### src/rtl/fft_pkg.sv
// Shared definitions for the FFT front end: sample width, frame size and
// the input-buffer state encoding.
package fft_pkg;

  localparam int DW     = 9;
  localparam int NPTS   = 8;
  localparam int SLOT_W = $clog2(NPTS);

  typedef enum logic {
    FILL = 1'b0,
    FULL = 1'b1
  } state_t;

endpackage

### src/rtl/fft_input_buffer.sv
// Serial-to-parallel buffer: collects 8 complex samples, then presents them
// as one frame to the FFT core and holds them until the core acknowledges.
module fft_input_buffer
  import fft_pkg::*;
#(
  parameter int DW   = fft_pkg::DW,
  parameter int NPTS = fft_pkg::NPTS
) (
  input  logic                 clk,
  input  logic                 rst,
  input  logic                 in_valid,
  output logic                 in_ready,
  input  logic [DW-1:0]        in_re,
  input  logic [DW-1:0]        in_im,
  input  logic                 in_last,
  output logic [NPTS*DW-1:0]   x_re_flat,
  output logic [NPTS*DW-1:0]   x_im_flat,
  output logic                 frame_valid,
  input  logic                 frame_ack,
  output logic                 frame_err,
  input  logic                 err_clr,
  output logic [SLOT_W-1:0]    fill_cnt
);

  localparam logic [SLOT_W-1:0] LAST_SLOT = SLOT_W'(NPTS - 1);

  state_t        state;
  logic [DW-1:0] slot_re [NPTS];
  logic [DW-1:0] slot_im [NPTS];

  wire xfer = in_valid && in_ready;

  // NOTE: the sample slots are reset along with the control state so that a
  // reset mid-frame can never leak stale samples into a later frame.
  always_ff @(posedge clk or posedge rst) begin
    if (rst) begin
      state       <= FILL;
      in_ready    <= 1'b0;
      frame_valid <= 1'b0;
      frame_err   <= 1'b0;
      fill_cnt    <= '0;
      for (int k = 0; k < NPTS; k++) begin
        slot_re[k] <= '0;
        slot_im[k] <= '0;
      end
    end else begin
      // NOTE: non-blocking assignments throughout, so a later "set" of
      // frame_err in this block overrides the clear on the same edge.
      if (err_clr) frame_err <= 1'b0;

      case (state)
        FILL: begin
          in_ready <= 1'b1;
          if (xfer) begin
            slot_re[fill_cnt] <= in_re;
            slot_im[fill_cnt] <= in_im;
            if (fill_cnt == LAST_SLOT) begin
              state       <= FULL;
              frame_valid <= 1'b1;
              in_ready    <= 1'b0;
              fill_cnt    <= '0;
              if (!in_last) frame_err <= 1'b1;
            end else if (in_last) begin
              // Early last: drop the partial frame and restart at slot 0.
              fill_cnt  <= '0;
              frame_err <= 1'b1;
            end else begin
              fill_cnt <= fill_cnt + SLOT_W'(1);
            end
          end
        end

        FULL: begin
          if (frame_ack) begin
            state       <= FILL;
            frame_valid <= 1'b0;
            in_ready    <= 1'b1;
          end
        end

        default: state <= FILL;
      endcase
    end
  end

  always_comb begin
    x_re_flat = '0;
    x_im_flat = '0;
    for (int k = 0; k < NPTS; k++) begin
      x_re_flat[k*DW +: DW] = slot_re[k];
      x_im_flat[k*DW +: DW] = slot_im[k];
    end
  end

endmodule

### config.mk
export PLATFORM = sky130hd
export DESIGN_NAME = fft_input_buffer
export DESIGN_NICKNAME = d
export VERILOG_FILES = /design/src/rtl/fft_pkg.sv /design/src/rtl/fft_input_buffer.sv
export SDC_FILE = /design/constraint.sdc
export NUM_CORES = 1
export LEC_CHECK = 0
export BUFFER_PORTS_ARGS = -buffer_cell sky130_fd_sc_hd__buf_2
export CORE_MARGIN = 2
export CORE_UTILIZATION = 45
export CTS_BUF_LIST = sky130_fd_sc_hd__clkbuf_4 sky130_fd_sc_hd__clkbuf_8 sky130_fd_sc_hd__clkbuf_16
export CTS_CLUSTER_SIZE = 30
export DETAILED_ROUTE_END_ITERATION = 12
export GPL_TIMING_DRIVEN = 0
export MAX_ROUTING_LAYER = met4
export PLACE_DENSITY = 0.67
export SYNTH_ARGS = -nofsm -noshare
export SYNTH_HDL_FRONTEND = slang
export SYNTH_SLANG_ARGS = --single-unit
export TNS_END_PERCENT = 100
### constraint.sdc
create_clock -name clk -period 5.91 [get_ports clk]
set_input_delay 0.591 -clock clk [delete_from_list [all_inputs] [get_ports clk]]
set_output_delay 0.591 -clock clk [all_outputs]
set_load 0.01 [all_outputs]
# Yosys cells after proc, flatten, opt, wreduce, memory -nomap -nowiden
# Cells that the tools add are included.
# totals
register_bits	151
inputBits	24
memories	0
latch_bits	0
romBits	0
elab_cells	58
output_inout_bits	150
ramBits	0
# classes
shift	0
n_lt_le_gt_ge	2
n_mux	24
bitwise	2
n_mul	0
div_mod_pow	0
n_addsub	1
reduce_logical	4
n_eq_ne	4
# ops
cell	n
$bwmux W72	2
$demux W9 S3	1
$mux W1	15
$mux W9	1
$mux W3	2
$ne A2 B2 Y1 const B	3
$pmux W1 S2	3
$ge A4 B4 Y1 const B	1
$lt A4 B1 Y1 const B	1
$not A3 Y4	1
$add A3 B1 Y3 const B	1
$eq A3 B3 Y1 const B	1
$reduce_and A3 Y1	1
$logic_and A1 B1 Y1	2
$reduce_and A2 Y1	1
$not A1 Y1	1

# Logic depth before layout (Yosys ltp)
# logic_depth
ltp_word	6
depth_mapped	6
depth_no_buf	5

# Worst setup path after synthesis
# OpenSTA, ideal clock, no wires.
# synth_path
path_kind	in2reg
startpoint	input port in_valid
endpoint	register slot_im (netlist bit x_im_flat[71])
required_time_ns	5.785
n_path_buf	3
arrival_time_ns	1.647
path_stages	6
setup_ns	0.125
path_slack_ns	4.138
path_cell_list	and3_1 > buf_4 > and4b_1 > buf_6 > buf_6 > mux2_4
# synth_via
elab_chain_len	2
# synth_rtl
item	line_no	source
start, declared	fft_input_buffer.sv:11	input logic in_valid,
$logic_and A1 B1 Y1	fft_input_buffer.sv:31	wire xfer = in_valid && in_ready;
$reduce_and A2 Y1 (no source line)	--	
end signal, assigned by index	fft_input_buffer.sv:56	slot_im[fill_cnt] <= in_im;
end, declared	fft_input_buffer.sv:29	logic [DW-1:0] slot_im [NPTS];
# Every way passes these cells.
# A chain may end at the register's enable or synchronous reset.

# Worst setup path after layout
# layout_path
startpoint	register fill_cnt[0]
endpoint	register slot_im (netlist bit x_im_flat[14])
# layout_via
elab_chain_len	6
word_cells_on_any_way	7
cone_classes	2 x order compare; 3 x mux; 1 x bitwise; 1 x reduce/logical
# layout_rtl
item	line_no	source
start, declared	fft_input_buffer.sv:22	output logic [SLOT_W-1:0] fill_cnt
start signal, assigned	fft_input_buffer.sv:68	fill_cnt <= fill_cnt + SLOT_W'(1);
$not A3 Y4 (implied by the code) (*)	fft_input_buffer.sv:56	
$ge A4 B4 Y1 (implied by the code) or $lt A4 B1 Y1 (tied branches)	fft_input_buffer.sv:56	
$logic_and A1 B1 Y1 (implied by the code)	fft_input_buffer.sv:56	
$mux W9 (implied by the code)	fft_input_buffer.sv:56	
$demux W9 S3 (*)	fft_input_buffer.sv:56	
$bwmux W72 (*)	fft_input_buffer.sv:56	
# Every way passes the cells marked *; elsewhere a longest branch is shown, timed or not.

==> metrics.yaml <==
synth-edff-count: 0
required_ns: 6.21
powerDensity_mw_per_mm2: 462
cts_setup_buffers: 0
drv_cap: 0
vias: 3601
first_pass_iters: 5
area_growth_pct: 28.7
status: "complete, no violations"
crit_path_start_kind: "flop"
crit_slowest_cell: "dfrtp_1"
cts.sinks: 151
ir_drop_v: 0.000198
fin_crit_ns: 1.88
ys_top_cells_by_area: "dfrtp_1 (64%), mux2_2 (21%), mux2_4 (7.6%)"
fillers: 1027
crit_cells: 5
rows: 41
crit_path_max_incr_delay_ns: 0.43
numPortBuffers: 173
leakage_uw: 0.00403
cts_buffers: 17
ios: 174
synth_fp_nets: 375
max_freq_mhz: 533
yosys_warnings: 0
grt_pass1_wl_mm: 21.9
synthFlopType: "dfrtp_1"
rsz0062_at_grt: "no"
die_h_um: 119
synth_seq_area_share: 0.636
place.gp.congestion: 0.771
yosys-top-cells-count: "dfrtp_1 (151), mux2_2 (111), mux2_4 (30)"
drive_gt1_frac: 0.671
drt_wl_total_mm: 13.5
end_kind: "flop"
finalNonFillerCells: 726
drc: 0
p_total_uw: 3530
r2r_start: "fill_cnt[0]"
yosysTopAreaCell: "dfrtp_1"
arrival_ns: 2.18
final_util: 0.599
n_antenna_cell: 0
grt_max_degree: 90
cts_buffer_depth: 2
die_x_um: 119
postRouteAntennaNets: 0
fin_crit_sh: 0.318
tritoncts: "yes"
crit_buf_inv: 2
h-tree-depth: 4
grt_pass1_vias: 3807
synth_top_area_frac: 0.636
regToRegEndpoint: "x_im_flat[14]"
start_util: 0.465
dpl.hpwl_mm: 9.28
dieArea_mm2: 0.0141
antenna_found_initial: 0
rrSetupSlack_ns: 4.03
synth-seq-cells: 151
grt_usage: 0.213
cp_top_family: "buffers and inverters"
vias_per_cell: 4.96
drtIter0Drc: 114
critical_path_class: "reg2reg"
worstMarginPinSlew_ns: 0.777
clk_latency_ns: 0.41
core_area_mm2: 0.0128
gr-total-overflow: 0
post_cts_resized: 0
fin_skew_ns: 0.00495
yosysMostFrequentCell: "dfrtp_1"
synth_area_mm2: 0.00594
synth.distinct_cells: 30
hold_viol: 0
synthArstFlopShare: 1.00
cts-root-buf: "clkbuf_16"
wl_per_cell_um: 18.6
maxSlewHeadroom: 0.482
worst-r2r-cell-count: 5
dp_cells: 694
synthCells: 348
cts.clk_slew.worst_paths_ns: 0.06
slew_viol_final: 0
crit_path_cell_trace: "and3_1 > buf_4 > nand2_2 > buf_2 > mux2_2"
worstPathMaxFanout: 10
finalSetupViolCount: 0
hold_buffers: 0
nNetsFinal: 568
hold_class: "in2async"
syn_avg_cell_area_um2: 17.1
metrics by stage:
stage | setup slack (ns) | hold slack (ns) | area, um^2 | setup TNS (ns)
after global routing | 3.92 | 0.342 | 7650 | 0
final | 4.03 | 0.336 | 7650 | 0
after detailed placement | 3.76 | 0.476 | 7050 | 0
after CTS | 3.99 | 0.341 | 7650 | 0
after global placement | -0.195 | 0.468 | 7020 | -27.96
after floorplan | 1.25 | 0.533 | 5940 | 0
where the power goes:
part	switching, uW	internal [uW]	leakage [uW]
Sequential	158	1350	0.00193
Clock	396	671	0.000298
Combinational	460	494	0.00180
layout make-up:
class	instances	area [um^2]	area share
clock inverter	8	96.3	0.0126
buffer	14	125	0.0164
timing repair buffer	174	893	0.117
multi-input combinational	180	2020	0.265
clock buffer	24	497	0.0650
tap	172	215	0.0281
inverter	3	16.3	0.00213
sequential	151	3780	0.494
registers in the layout, summed over array words and instances, names as in the netlist:
| signal | flops |
|---|---|
| fill_cnt | 3 |
| frame_err | 1 |
| frame_valid | 1 |
| in_ready | 1 |
| state | 1 |
| x_im_flat | 72 |
| x_re_flat | 72 |
how the worst max path moves through the flow:
stage | start | to | slack [ns]
global route | fill_cnt[0] | x_im_flat[14] | 3.92
global placement | rst | frame_err | -0.20
finish | fill_cnt[0] | x_im_flat[14] | 4.03
CTS | fill_cnt[0] | x_im_flat[14] | 3.99
detailed placement | in_valid | x_im_flat[16] | 3.76
floorplan | rst | fill_cnt[0] | 1.25
worst reg2reg max path: cells and delay by family, from the launching register on:
kind,cells,cell delay [ns]
flip-flops,1,0.43
multiplexers,1,0.38
buffers and inverters,2,0.52
AND/OR/NAND/NOR,2,0.43
per-layer routing:
| metal | GRT usage | vias up | part of all wire |
|---|---|---|---|
| li1 | - | 1619 | - |
| met1 | 0.275 | 1855 | 0.44 |
| met2 | 0.337 | 111 | 0.51 |
| met3 | 0.0450 | 16 | 0.045 |
| met4 | 0.0737 | 0 | 0.014 |
| met5 | - | - | 0 |
cells in the final DEF (no fill, tap or decap), types with 2 or more instances in the layout:
| cell type | netlist | layout |
|---|---|---|
| clkbuf_4 | 0 | 4 |
| nand2_2 | 2 | 2 |
| clkbuf_16 | 0 | 17 |
| inv_1 | 3 | 2 |
| o21ai_0 | 3 | 3 |
| nand2_1 | 6 | 6 |
| bufinv_16 | 0 | 2 |
| dfrtp_1 | 151 | 151 |
| clkbuf_8 | 0 | 3 |
| nand3_4 | 2 | 2 |
| and4b_1 | 2 | 2 |
| nor2_1 | 3 | 3 |
| nand2_4 | 2 | 2 |
| buf_6 | 6 | 6 |
| ha_1 | 3 | 3 |
| mux2_1 | 3 | 3 |
| mux2_2 | 111 | 111 |
| mux2_4 | 30 | 30 |
| buf_2 | 6 | 179 |
| clkinv_2 | 0 | 4 |
cell families after synthesis:
group / after synthesis / share of synthesized area
adder cells (fa/ha/maj): 3 / 0.00632
AND/OR/NAND/NOR: 25 / 0.0337
multiplexers: 144 / 0.292
flip-flops: 151 / 0.636
buffers and inverters: 17 / 0.0230
XOR/XNOR: 1 / 0.00147
AO/OA/AOI/OAI: 7 / 0.00737
Note: power is estimated with default switching activity, not from simulation.
